File: src/rtl/io_bus_bridge_pkg.sv
// Shared constants for the IO-page bridge: FSM state codes, IO page select bit, abort read data.
package io_bus_bridge_pkg;

  localparam logic [1:0] IO_ST_IDLE = 2'd0;
  localparam logic [1:0] IO_ST_RD   = 2'd1;
  localparam logic [1:0] IO_ST_WR   = 2'd2;

  localparam int unsigned IO_PAGE_BIT_DFLT = 22;
  localparam logic [31:0] IO_ERR_DATA      = 32'hDEADBEEF;

endpackage

File: src/rtl/io_bus_bridge_if.sv
// CPU-side memory bus plus external io_* request port seen by the bridge.
// slave = bridge view, master = CPU/far-end view.
interface io_bus_bridge_if;

  logic [31:0] mem_addr;
  logic [31:0] mem_wdata;
  logic [3:0]  mem_wmask;
  logic        mem_rstrb;
  logic [31:0] mem_rdata;
  logic        mem_rbusy;
  logic        mem_wbusy;

  logic [31:0] io_addr;
  logic [31:0] io_wdata;
  logic [3:0]  io_wstrb;
  logic        io_valid;
  logic        io_ready;
  logic [31:0] io_rdata;
  logic        io_err;

  modport slave (
    input  mem_addr, mem_wdata, mem_wmask, mem_rstrb, io_ready, io_rdata,
    output mem_rdata, mem_rbusy, mem_wbusy, io_addr, io_wdata, io_wstrb, io_valid, io_err
  );

  modport master (
    output mem_addr, mem_wdata, mem_wmask, mem_rstrb, io_ready, io_rdata,
    input  mem_rdata, mem_rbusy, mem_wbusy, io_addr, io_wdata, io_wstrb, io_valid, io_err
  );

endinterface

File: src/rtl/io_bridge_timer.sv
// Saturating wait-cycle counter for the bridge; expired flags the last allowed wait cycle.
module io_bridge_timer #(
  parameter int unsigned TO_W        = 8,
  parameter int unsigned TIMEOUT_CYC = 255
) (
  input  logic clk,
  input  logic RESET,
  input  logic clear,
  input  logic enable,
  output logic expired
);

  localparam logic [TO_W-1:0] LastWait = TO_W'(TIMEOUT_CYC - 1);

  logic [TO_W-1:0] count_q;

  always_ff @(posedge clk) begin
    if (!RESET || clear) begin
      count_q <= '0;
    end else if (enable && (count_q != '1)) begin
      count_q <= count_q + 1'b1;
    end
  end

  // count_q holds completed wait cycles, so the current cycle is number count_q+1.
  assign expired = enable && (count_q == LastWait);

endmodule

File: src/rtl/io_bus_bridge.sv
// Turns FemtoRV32 single-cycle IO-page strobes into a held io_valid/io_ready request.
// Optional abort-on-timeout is enabled by defining IO_BRIDGE_TIMEOUT_EN.
module io_bus_bridge
  import io_bus_bridge_pkg::*;
#(
  parameter int unsigned IO_PAGE_BIT = IO_PAGE_BIT_DFLT
`ifdef IO_BRIDGE_TIMEOUT_EN
  ,
  parameter int unsigned TIMEOUT_CYC = 255,
  parameter int unsigned TO_W        = 8,
  parameter logic [31:0] ERR_DATA    = IO_ERR_DATA
`endif
) (
  input logic            clk,
  input logic            RESET,
  io_bus_bridge_if.slave bus
);

  logic [1:0]  state_q;
  logic        wr_req;
  logic        rd_req;
  logic        launch;
  logic        expired;
  logic [31:0] cpl_data;

  // A write strobe takes priority over a simultaneous read strobe.
  assign wr_req = (state_q == IO_ST_IDLE) && bus.mem_addr[IO_PAGE_BIT] && (bus.mem_wmask != 4'b0);
  assign rd_req = (state_q == IO_ST_IDLE) && bus.mem_addr[IO_PAGE_BIT] && bus.mem_rstrb && !wr_req;
  assign launch = wr_req || rd_req;

`ifdef IO_BRIDGE_TIMEOUT_EN
  io_bridge_timer #(
    .TO_W        (TO_W),
    .TIMEOUT_CYC (TIMEOUT_CYC)
  ) u_timer (
    .clk     (clk),
    .RESET   (RESET),
    .clear   (launch),
    .enable  (state_q != IO_ST_IDLE),
    .expired (expired)
  );

  assign cpl_data = bus.io_ready ? bus.io_rdata : ERR_DATA;

  always_ff @(posedge clk) begin
    if (!RESET) begin
      bus.io_err <= 1'b0;
    end else if (expired && !bus.io_ready) begin
      bus.io_err <= 1'b1;
    end
  end
`else
  assign expired    = 1'b0;
  assign cpl_data   = bus.io_rdata;
  assign bus.io_err = 1'b0;
`endif

  always_ff @(posedge clk) begin
    if (!RESET) begin
      state_q       <= IO_ST_IDLE;
      bus.io_addr   <= 32'h0;
      bus.io_wdata  <= 32'h0;
      bus.io_wstrb  <= 4'b0;
      bus.io_valid  <= 1'b0;
      bus.mem_rbusy <= 1'b0;
      bus.mem_wbusy <= 1'b0;
      bus.mem_rdata <= 32'h0;
    end else begin
      case (state_q)
        IO_ST_IDLE: begin
          if (launch) begin
            bus.io_addr   <= bus.mem_addr & 32'hFFFF_FFFC;
            bus.io_wdata  <= bus.mem_wdata;
            bus.io_wstrb  <= wr_req ? bus.mem_wmask : 4'b0;
            bus.io_valid  <= 1'b1;
            bus.mem_rbusy <= rd_req;
            bus.mem_wbusy <= wr_req;
            state_q       <= wr_req ? IO_ST_WR : IO_ST_RD;
          end
        end
        IO_ST_RD, IO_ST_WR: begin
          if (bus.io_ready || expired) begin
            bus.io_valid  <= 1'b0;
            bus.mem_rbusy <= 1'b0;
            bus.mem_wbusy <= 1'b0;
            state_q       <= IO_ST_IDLE;
            if (state_q == IO_ST_RD) begin
              bus.mem_rdata <= cpl_data;
            end
          end
        end
        default: state_q <= IO_ST_IDLE;
      endcase
    end
  end

endmodule

File: src/flat_wrapper.sv
// flat-port wrapper written by rule: the top's interface ports become plain ports
module io_bus_bridge_flat import io_bus_bridge_pkg::*;
#(
  parameter int unsigned IO_PAGE_BIT = IO_PAGE_BIT_DFLT

)
  (clk, RESET, bus_mem_addr, bus_mem_wdata, bus_mem_wmask, bus_mem_rstrb, bus_io_ready, bus_io_rdata, bus_mem_rdata, bus_mem_rbusy, bus_mem_wbusy, bus_io_addr, bus_io_wdata, bus_io_wstrb, bus_io_valid, bus_io_err);
  io_bus_bridge_if bus_i ();
  input logic clk;
  input logic RESET;
  input wire logic [$bits(bus_i.mem_addr)-1:0] bus_mem_addr;
  input wire logic [$bits(bus_i.mem_wdata)-1:0] bus_mem_wdata;
  input wire logic [$bits(bus_i.mem_wmask)-1:0] bus_mem_wmask;
  input wire logic [$bits(bus_i.mem_rstrb)-1:0] bus_mem_rstrb;
  input wire logic [$bits(bus_i.io_ready)-1:0] bus_io_ready;
  input wire logic [$bits(bus_i.io_rdata)-1:0] bus_io_rdata;
  output wire logic [$bits(bus_i.mem_rdata)-1:0] bus_mem_rdata;
  output wire logic [$bits(bus_i.mem_rbusy)-1:0] bus_mem_rbusy;
  output wire logic [$bits(bus_i.mem_wbusy)-1:0] bus_mem_wbusy;
  output wire logic [$bits(bus_i.io_addr)-1:0] bus_io_addr;
  output wire logic [$bits(bus_i.io_wdata)-1:0] bus_io_wdata;
  output wire logic [$bits(bus_i.io_wstrb)-1:0] bus_io_wstrb;
  output wire logic [$bits(bus_i.io_valid)-1:0] bus_io_valid;
  output wire logic [$bits(bus_i.io_err)-1:0] bus_io_err;
  assign bus_i.mem_addr = bus_mem_addr;
  assign bus_i.mem_wdata = bus_mem_wdata;
  assign bus_i.mem_wmask = bus_mem_wmask;
  assign bus_i.mem_rstrb = bus_mem_rstrb;
  assign bus_i.io_ready = bus_io_ready;
  assign bus_i.io_rdata = bus_io_rdata;
  assign bus_mem_rdata = bus_i.mem_rdata;
  assign bus_mem_rbusy = bus_i.mem_rbusy;
  assign bus_mem_wbusy = bus_i.mem_wbusy;
  assign bus_io_addr = bus_i.io_addr;
  assign bus_io_wdata = bus_i.io_wdata;
  assign bus_io_wstrb = bus_i.io_wstrb;
  assign bus_io_valid = bus_i.io_valid;
  assign bus_io_err = bus_i.io_err;
  io_bus_bridge #(.IO_PAGE_BIT(IO_PAGE_BIT)) u_core (.clk(clk), .RESET(RESET), .bus(bus_i));
endmodule
File: config.mk
export PLATFORM = sky130hd
export DESIGN_NAME = io_bus_bridge_flat
export DESIGN_NICKNAME = d
export VERILOG_FILES = /design/src/rtl/io_bus_bridge_pkg.sv /design/src/rtl/io_bus_bridge_if.sv /design/src/rtl/io_bridge_timer.sv /design/src/rtl/io_bus_bridge.sv /design/src/flat_wrapper.sv
export SDC_FILE = /design/constraint.sdc
export NUM_CORES = 1
export LEC_CHECK = 0
export ABC_AREA = 1
export CAP_MARGIN = 5
export CORE_ASPECT_RATIO = 1.75
export CORE_MARGIN = 4
export CORE_UTILIZATION = 35
export CTS_BUF_LIST = sky130_fd_sc_hd__clkbuf_16
export DETAILED_ROUTE_END_ITERATION = 8
export PLACE_DENSITY = 0.72
export SLEW_MARGIN = 20
export SYNTH_ARGS = -nofsm -noshare
export SYNTH_HDL_FRONTEND = slang
export SYNTH_SLANG_ARGS = --single-unit
File: constraint.sdc
create_clock -name clk -period 1.75 [get_ports clk]
set_input_delay 0.2625 -clock clk [delete_from_list [all_inputs] [get_ports clk]]
set_output_delay 0.2625 -clock clk [all_outputs]
set_load 0.01 [all_outputs]
* After elaboration in Yosys (flattened, before gate mapping) *
Cells that the tools add are included.

storage, ports and cells
  register bits = 103
  latch bits = 0
  memory bits (writable) = 0
  memory bits (read-only) = 0
  output and inout port bits = 104
  logic and storage cells = 38
  memories kept = 0

cells by class
  add/subtract/negate cells = 0
  multiply operators = 0
  divide/modulo/power cells = 0
  $lt $le $gt $ge = 0
  equality and inequality tests = 4
  shift operators = 0
  multiplexer cells = 12
  bitwise logic cells = 0
  reductions and logical operators = 14

operators by type and width
  kind                  count
  $mux W2               3
  $pmux W1 S2           3
  $reduce_and A3 Y1     2
  $logic_and A1 B1 Y1   4
  $mux W1               4
  $mux W4               1
  $pmux W2 S2           1
  $reduce_and A2 Y1     2
  $reduce_bool A4 Y1    1
  $eq A2 B1 Y1 const B  1
  $eq A2 B2 Y1 const B  1
  $logic_not A2 Y1      1
  $ne A2 B1 Y1 const B  1
  $ne A2 B2 Y1 const B  1
  $reduce_bool A2 Y1    1
  $reduce_or A2 Y1      1
  $logic_not A1 Y1      1
  $logic_or A1 B1 Y1    1

* Depth between registers and ports, before layout *
Gate-level depths: netlist of run 1.

  word-level depth = 8
  gate-level depth with buffers = 11
  gate-level depth less buffers = 9

* Least setup slack after synthesis of run 1 *
No wires, ideal clock.

  path type = flip-flop to flip-flop
  from = reg u_core.state_q[0]
  to = reg u_core.bus.io_addr[11]
  library setup time = 116 ps
  arrival = 1296 ps
  data required time = 1634 ps
  path slack = 338 ps
  cell stages (with the launch flop) = 12
  cell sequence = dfxtp_1 -> inv_1 -> ha_1 -> nand2_2 -> inv_4 -> nand2_4 -> nand2_8 -> inv_2 -> buf_6 -> buf_6 -> nor2_2 -> nor2_1

on the way
  cells in the longest elaborated chain, start to end = 7

ends and longest elaborated chain
  element                                 line                                                           source
  start, declared                         io_bus_bridge.sv:19                                            logic [1:0] state_q;
  start signal, assigned                  io_bus_bridge.sv:78                                            state_q <= wr_req ? IO_ST_WR : IO_ST_RD;
  $logic_not A2 Y1 (*)                    io_bus_bridge.sv:27, io_bus_bridge.sv:28, io_bus_bridge.sv:69
  $logic_and A1 B1 Y1                     io_bus_bridge.sv:27, io_bus_bridge.sv:28
  $logic_and A1 B1 Y1                     io_bus_bridge.sv:27                                            assign wr_req = (state_q == IO_ST_IDLE) && bus.mem_addr[IO_PAGE_BIT] && (bus.mem_wmask != 4'b0);
  $logic_not A1 Y1                        io_bus_bridge.sv:28                                            assign rd_req = (state_q == IO_ST_IDLE) && bus.mem_addr[IO_PAGE_BIT] && bus.mem_rstrb && !wr_req;
  $logic_and A1 B1 Y1                     io_bus_bridge.sv:28
  $logic_or A1 B1 Y1                      io_bus_bridge.sv:29                                            assign launch = wr_req || rd_req;
  $reduce_and A2 Y1 (no source line) (*)  n/a
  end signal, assigned                    io_bus_bridge.sv:72                                            bus.io_addr <= bus.mem_addr & 32'hFFFF_FFFC;
  end, declared                           io_bus_bridge_if.sv:23                                         output mem_rdata, mem_rbusy, mem_wbusy, io_addr, io_wdata, io_wstrb, io_valid, io_err

Every way passes the cells marked *; elsewhere a longest branch is shown, timed or not.
A chain may end at the register's enable or synchronous reset.

* Worst setup path after layout of run 1 *
  from = reg u_core.state_q[0]
  to = reg u_core.bus.io_wstrb[2]

on the way
  cells in the longest elaborated chain, start to end = 7

ends and longest elaborated chain
  element                             line                                                           source
  $logic_not A2 Y1 (*)                io_bus_bridge.sv:27, io_bus_bridge.sv:28, io_bus_bridge.sv:69
  $logic_and A1 B1 Y1                 io_bus_bridge.sv:27, io_bus_bridge.sv:28
  $logic_and A1 B1 Y1                 io_bus_bridge.sv:27
  $logic_not A1 Y1                    io_bus_bridge.sv:28
  $logic_and A1 B1 Y1                 io_bus_bridge.sv:28
  $logic_or A1 B1 Y1                  io_bus_bridge.sv:29
  $reduce_and A2 Y1 (no source line)  n/a
  end signal, assigned                io_bus_bridge.sv:74                                            bus.io_wstrb <= wr_req ? bus.mem_wmask : 4'b0;
  end, declared                       io_bus_bridge_if.sv:23

Marks and branches as above.

==> results of run 1 <==
kinds of logic (layout without fill, tap and decap cells):
group	count (synthesis)	in the layout	synth area share
fa+ha+maj	2	2	0.006488
other cells	1	3	0.0009725
flops	103	103	0.5347
buf+inv	73	266	0.08890
compound gates	136	136	0.1765
simple gates	152	152	0.1924
sequential cells by signal, indices dropped and copies added, names as in the netlist:
name                  flops
u_core.bus.io_valid       1
u_core.bus.mem_rbusy      1
u_core.state_q            2
u_core.bus.io_wstrb       4
u_core.bus.io_addr       30
u_core.bus.mem_wbusy      1
u_core.bus.mem_rdata     32
u_core.bus.io_wdata      32
layer usage:
metal | vias up | global-route usage
li1 | 1864 | -
met1 | 1670 | 0.1843
met2 | 140 | 0.3146
met3 | 19 | 0.04658
met4 | 0 | 0.07373
met5 | - | 0
tightest hold or removal path: cells and delay by family:
family | cells | cell delay [ns]
buffers and inverters | 2 | 0.30
AO/OA/AOI/OAI | 2 | 0.15
through the flow:
stage,hold slack [ns],instances,setup WS (ns),util
after floorplan,0.3907,469,0.3383,-
after global placement,0.4311,776,0.06317,0.5555
after detailed placement,0.4375,776,0.01309,0.5555
after CTS,0.4396,792,0.1541,0.5824
after global routing,0.4644,792,0.001584,0.5824
final,0.4232,792,0.1726,0.5824
cells in the final DEF, fill, tap and decap left out:
cell / count
nand4_1: 2
clkinvlp_4: 2
dfxtp_1: 103
nand2_1: 17
clkbuf_16: 9
nand2_4: 2
nand3_2: 1
conb_1: 3
buf_12: 5
nand2_2: 1
o21ai_0: 95
inv_1: 40
nor2_1: 74
a21oi_1: 41
bufinv_16: 1
clkinv_4: 1
or2_2: 1
buf_2: 1
inv_4: 1
nor2_2: 50
buf_4: 2
clkdlybuf4s50_1: 201
nand3_1: 3
nand2_8: 1
ha_1: 2
clkinv_1: 2
inv_2: 1
final timing paths:
path,end,cells past startpoint,start
worst max-delay path,u_core.bus.io_wstrb[2]$_SDFFE_PN0P_,10,u_core.state_q[0]$_SDFFE_PN0P_
worst max register to register,u_core.bus.io_wstrb[2]$_SDFFE_PN0P_,10,u_core.state_q[0]$_SDFFE_PN0P_
worst min-delay path,u_core.bus.mem_rdata[23]$_SDFFE_PN0P_,4,RESET
worst min register to register,u_core.bus.mem_rdata[23]$_SDFFE_PN0P_,2,u_core.bus.mem_rdata[23]$_SDFFE_PN0P_
final cells by class:
cell class,instances,area [um^2]
Tap cell,130,162.7
Multi-Input combinational cell,293,1464
Inverter,41,156.4
Fill cell,981,4493
Clock inverter,7,65.06
Sequential cell,103,2062
Timing Repair Buffer,209,2132
Clock buffer,9,225.2
power groups by stage:
| stage | clock network, mW | logic [mW] | registers [mW] |
|---|---|---|---|
| 5_1_grt | 2.09 | 3.50 | 3.18 |
| 3_3_place_gp | 0 | 3.16 | 3.13 |
| 6_report | 1.94 | 3.19 | 3.12 |
| 2_1_floorplan | 0 | 1.41 | 3.38 |
| 4_1_cts | 2.01 | 3.24 | 3.12 |
| 3_5_place_dp | 0 | 3.22 | 3.16 |
==> impl_results.md, run 1 <==
- Status: complete, no violations
- Routability cong.: 0.7941
- CTS tree: built
- Synth area leader: dfxtp_1
- Latest clock arrival within the worst-skew pair: 0.34 ns
- M1 WL: 4.051 mm
- Top delay family on crit path: buffers and inverters
- Initial Util: 0.3584
- Fraction of layout cells with a size suffix above 1: 0.1193
- Max stage delay on crit path: 0.33 ns
- Yosys warns: 0
- Final Hold Viols: 0
- Logic pwr share: 0.387
- Length of routed met2 wiring: 6.031 mm
- TritonRoute pass-1 iters: 4
- Hold_buf cts: 0
- WL per Instance: 14.17 um
- Post-CTS setup buffers: 0
- Final TNS setup: 0 ns
- Drc violations: 0
- Register area share after synthesis: 0.5347
- Clk Tree Root Cell: clkbuf_16
- Vias per cell: 4.663
- Total of max-cap violations: 0
- Number of global-route vias before repair: 3712
- Top cell type's share of synthesized area: 0.5347
- Overflow after GRT: 0
- Leakage power: 2.375 nW
- Synth Flop Type: dfxtp_1
- Synth Instances: 467
- Final Cycle Share: 0.9014
- Clock slew at reported path FFs: 0.07 ns
- RSZ-0062 raised after global routing: no
- Post_cts resized: 0
- Clock Sinks: 103
- Clock share of power: 0.235
- Internal: 5.538 mW
- Pwr per Cell Area: 1316 nW/um^2
- Switch share: 0.3283
- Chip width: 87.35 um
- H-tree lvl count: 3
- Ant diodes: 0
- Critical-path cell list: inv_1 -> ha_1 -> nand2_2 -> inv_4 -> nand2_4 -> nand2_8 -> inv_2 -> buf_12 -> nand2_1 -> a21oi_1
- Placed Area: 5977 um^2
- P&R area growth vs syn: 62.52%
- Critical path's slowest cell: dfxtp_1
- Final antenna-violating net count: 0
- Sequential Power Share: 0.378
- Hold/Removal Path Class: input pin to flip-flop
- Worst setup SP type: flip-flop
- Crit. End Element: flip-flop
- Total Wirelength: 11.22 mm
- Post-Syn Area: 3856 um^2
- Max layer used: met4
- Seq cells post-synth: 103
- Dominant cells by area after synthesis: dfxtp_1 (53%), o21ai_0 (12%), nor2_2 (8.1%)
- Fin. max-slew vios: 0
- Clk buf depth: 2
- DR iter-0 viols: 160
- Chip height: 146.9 um
- Placement row count: 50
- Total Power: 8.246 mW
- I/O pin count: 208
- Peak VDD IR: 0.7633 mV
- Port buffer count: 202
- Fin crit period: 1.577 ns
- Clock Skews: 0.009762 ns
- Reg2reg setup slack: 0.17 ns
- First-pass GRT wire length: 17.91 mm
- Largest net degree at the start of global routing: 97
- Core Region: 10760 um^2
- Setup violators final: 0
- Vias: 3693
- Total CTS buffers: 9
- HPWL after detailed placement: 8.239 mm
- Most frequent cell after synthesis: dfxtp_1
- Fin area: 6267 um^2
- Fmax: 634.0 MHz
- Tot GR Track Use: 0.1742
- Synth cell types: 22
- Layout Nets: 763
- CP arrival: 1.84 ns
- Die area: 12830 um^2
- WP buf/inv: 4
- Post-synth EDFFs: 0
- Initial antenna violation count: 0
- WP data required: 2.01 ns
- Commonest cells post-synth: dfxtp_1 (103), o21ai_0 (95), nor2_1 (74), nor2_2 (50), a21oi_1 (41)
- Met3 wire length: 813 um
- CP max FO: 32
- Synthesized area per cell: 8.257 um^2
- Switch Pwr: 2.707 mW
- FFs w/ async S/R, synth: 0
- Critical path class: flip-flop to flip-flop
No activity file was read; power rests on OpenSTA's default activity.
==> run 2: changes to the inputs <==
--- a/config.mk
+++ b/config.mk
@@ -5,14 +5,13 @@
 export SDC_FILE = /design/constraint.sdc
 export NUM_CORES = 1
 export LEC_CHECK = 0
-export ABC_AREA = 1
 export CAP_MARGIN = 5
 export CORE_ASPECT_RATIO = 1.75
 export CORE_MARGIN = 4
 export CORE_UTILIZATION = 35
 export CTS_BUF_LIST = sky130_fd_sc_hd__clkbuf_16
 export DETAILED_ROUTE_END_ITERATION = 8
-export PLACE_DENSITY = 0.72
+export PLACE_DENSITY = 0.73
 export SLEW_MARGIN = 20
 export SYNTH_ARGS = -nofsm -noshare
 export SYNTH_HDL_FRONTEND = slang
==> run 2 against run 1 <==
Net effect:
- combinational power decreased by 64%
- register-to-register slack got worse by 0.05 ns
- sequential share of layout area increased by 0.092 points
- global-route usage increased by 0.57 points
- utilization increased by 2.4 points
- sequential power decreased by 18%
==> impl_results.md, run 2 <==
- Peak VDD IR: 0.5126 mV (-33%)
- Sequential Power Share: 0.451 (+0.073)
- Crit. End Element: flip-flop
- DR iter-0 viols: 111 (-31%)
- Biggest regs: u_core.bus.io_wdata x32, u_core.bus.mem_rdata x32, u_core.bus.io_addr x30
- Worst Slack Setup Final: 0.03201 ns (-0.1406 ns)
- Critical path class: input pin to flip-flop
- Routability cong.: 0.8297 (+4.5%)
- Switch share: 0.2516 (-0.07676)
- CP arrival: 1.97 ns (+0.13 ns)
- Final Cycle Share: 0.9817 (+0.08034)
- Logic pwr share: 0.203 (-0.184)
- Synth area leader: dfxtp_1
- Total CTS buffers: 9 (unchanged)
- I/O pin count: 208 (unchanged)
- Total of max-cap violations: 0 (unchanged)
- P&R area growth vs syn: 68.35%
- Reg2reg end: u_core.bus.io_wstrb[0]$_SDFFE_PN0P_
- CP max FO: 6 (-81%)
- Vias: 3761 (+1.8%)
- TritonRoute pass-1 iters: 6 (+2)
- Worst-case reg-to-reg path depth: 9 (-1)
- WP data required: 2.00 ns (about the same)
- Fin area: 6250 um^2 (-0.28%)
- Commonest cells post-synth: nand2_1 (191), dfxtp_1 (103), a21oi_1 (95), clkbuf_1 (18), buf_2 (8)
- Post-Syn Area: 3712 um^2 (-3.7%)
- Yosys warns: 0 (unchanged)
- Internal: 4.243 mW (-23%)
- Final non-filler cell total: 791 (-0.13%)
- Initial Util: 0.3604 (+0.002051)
- Pwr per Cell Area: 907.2 nW/um^2 (-31%)
- Synth cell types: 28 (+27%)
- Core Region: 10300 um^2 (-4.3%)
- Seq cells post-synth: 103 (unchanged)
- Port buffer count: 202 (unchanged)
- Setup violators final: 0 (unchanged)
- Number of global-route vias before repair: 3712 (unchanged)
- Fin crit period: 1.718 ns (+0.1406 ns)
- Synthesized area per cell: 8.001 um^2 (-3.1%)
- Crit path from: bus_mem_wmask[1]
- Leakage power: 2.278 nW (-4.1%)
- Synth Instances: 464 (-0.64%)
- Fin. max-slew vios: 0 (unchanged)
- Die area: 12380 um^2 (-3.5%)
- Tot GR Track Use: 0.1800 (+0.005724)
- WL per Instance: 14.85 um (+4.8%)
- Multi-input gate area: 1463 um^2 (about the same)
- Clock slew at reported path FFs: 0.06 ns (about the same)
- Most frequent cell after synthesis: nand2_1
- Placement row count: 49 (-2.0%)
- Switch Pwr: 1.426 mW (-47%)
- Fill count: 935 (-4.7%)
- FF+latch area: 2062 um^2 (unchanged)
- Vias per cell: 4.755 (+2.0%)
- Placed Area: 5853 um^2 (-2.1%)
- First-pass GRT wire length: 17.74 mm (-0.97%)
- FFs w/ async S/R, synth: 0 (unchanged)
- Drc violations: 0 (unchanged)
- Final antenna-violating net count: 0 (unchanged)
- Most frequent cells in the layout: clkdlybuf4s50_1 (201), nand2_1 (191), dfxtp_1 (103), a21oi_1 (94), clkbuf_16 (10)
- Clk Tree Root Cell: clkbuf_16
- Cells after DPL: 771 (-0.64%)
- Layout Nets: 765 (+0.26%)
- Chip width: 85.85 um (-1.7%)
- Clock share of power: 0.346 (+0.111)
- HPWL after detailed placement: 8.609 mm (+4.5%)
- Chip height: 144.2 um (-1.8%)
- Latest clock arrival within the worst-skew pair: 0.33 ns (about the same)
- Post-layout util: 0.6068 (+0.02434)
- Total Wirelength: 11.75 mm (+4.7%)
- Fraction of layout cells with a size suffix above 1: 0.06024 (-0.05909)
- Worst hold start: bus_mem_wmask[0]
- Min Hold Slack: 0.2945 ns (-0.1287 ns)
- Pre-CTS WS: -0.2973 ns (-0.3104 ns)
- Synth Flop Type: dfxtp_1
- Initial antenna violation count: 0 (unchanged)
- WP buf/inv: 3 (-1)
- H-tree lvl count: 3 (unchanged)
- Hold/Removal Path Class: input pin to flip-flop
- Cell count along the critical path: 7 (-3)
- Largest net degree at the start of global routing: 64 (-34%)
- Most common cell after layout, fill and taps aside: clkdlybuf4s50_1
- Ant diodes: 0 (unchanged)
- Dominant cells by area after synthesis: dfxtp_1 (56%), nand2_1 (19%), a21oi_1 (13%)
- Status: complete, no violations
- Final Hold Viols: 0 (unchanged)
- Critical path's slowest cell: or4_4
- Register area share after synthesis: 0.5554 (+0.02073)
- Worst Setup EP: u_core.bus.io_wdata[2]$_SDFFE_PN0P_
- Reg2reg setup slack: 0.12 ns (-0.05 ns)
- Worst setup SP type: input pin
- Clock Skews: 0.006208 ns (-0.003553 ns)
- Post-synth EDFFs: 0 (unchanged)
- Overflow after GRT: 0 (unchanged)
- Clock Sinks: 103 (unchanged)
- Clk buf depth: 2 (unchanged)
- Max stage delay on crit path: 0.58 ns (+0.25 ns)
- Top cell type's share of synthesized area: 0.5554 (+0.02073)
- Fmax: 582.1 MHz (-8.2%)
- Critical-path cell list: clkdlybuf4s50_1 -> or4_4 -> o21ai_4 -> buf_12 -> clkbuf_16 -> nand2_1 -> a21oi_1
- CTS tree: built
- Origin of the critical flop-to-flop path: u_core.state_q[1]$_SDFFE_PN0P_
- Top delay family on crit path: buffers and inverters
run 2: what timing repair did:
item / in CTS / in global routing
hold buffers: 0 / 0
setup endpoints to repair: 0 / 47
resized for setup: 0 / 8
setup buffers: 0 / 1
run 2: power groups by stage:
stage / Clock, mW / Combinational, mW / Sequential (mW)
floorplan: 0 / 0.410 / 2.67
global placement: 0 / 1.06 / 2.60
detailed placement: 0 / 1.08 / 2.61
CTS: 2.03 / 1.08 / 2.56
global route: 2.13 / 1.24 / 2.58
finish: 1.96 / 1.15 / 2.56
run 2: worst min-delay path by stage:
stage	endpoint	slack, ns	cells past startpoint
final	u_core.bus.io_wstrb[0]$_SDFFE_PN0P_	0.29	3
after CTS	u_core.bus.io_wdata[23]$_SDFFE_PN0P_	0.45	2
after global routing	u_core.bus.io_wstrb[0]$_SDFFE_PN0P_	0.33	3
after floorplan	u_core.bus.mem_rdata[0]$_SDFFE_PN0P_	0.40	2
after global placement	u_core.bus.io_addr[14]$_SDFFE_PN0P_	0.44	2
after detailed placement	u_core.bus.io_wdata[23]$_SDFFE_PN0P_	0.44	2
run 2: cell type report:
type                       instances  share of cell area
clock buffer                       9             0.03604
inverter                           3            0.001802
clock inverter                     7             0.01161
multi-input combinational        324              0.2340
tap                              127             0.02543
sequential                       103              0.3299
timing repair buffer             218              0.3612
run 2: worst reg2reg max path: stages, from the launching register on:
cell	delay [ns]
dfxtp_1	0.32
inv_1	0.10
ha_4	0.17
and2_1	0.17
buf_4	0.16
o21ai_4	0.09
buf_12	0.14
clkbuf_16	0.15
a22oi_1	0.14
nor2_1	0.06
run 2: logic make-up (layout without fill, tap and decap cells):
kind of cell | count (synthesis) | in the layout | share of synthesized area
buffers and inverters | 39 | 237 | 0.05932
other | 1 | 3 | 0.001010
flip-flops | 103 | 103 | 0.5554
AO/OA/AOI/OAI | 109 | 109 | 0.1561
AND/OR/NAND/NOR | 210 | 210 | 0.2214
adder cells (fa/ha/maj) | 2 | 2 | 0.006740
run 2: routing by layer:
layer | part of all wire | routed length [um] | GRT usage
met1 | 0.36 | 4189 | 0.1803
met2 | 0.55 | 6438 | 0.3434
met3 | 0.074 | 872 | 0.05245
met4 | 0.021 | 246 | 0.06922
met5 | 0 | 0 | 0
run 2: through the flow:
step                total power [mW]  setup TNS [ns]
floorplan                      3.082               0
global placement               3.661          -17.34
detailed placement             3.688          -17.87
CTS                            5.667               0
global route                   5.945        -0.01293
finish                         5.670               0
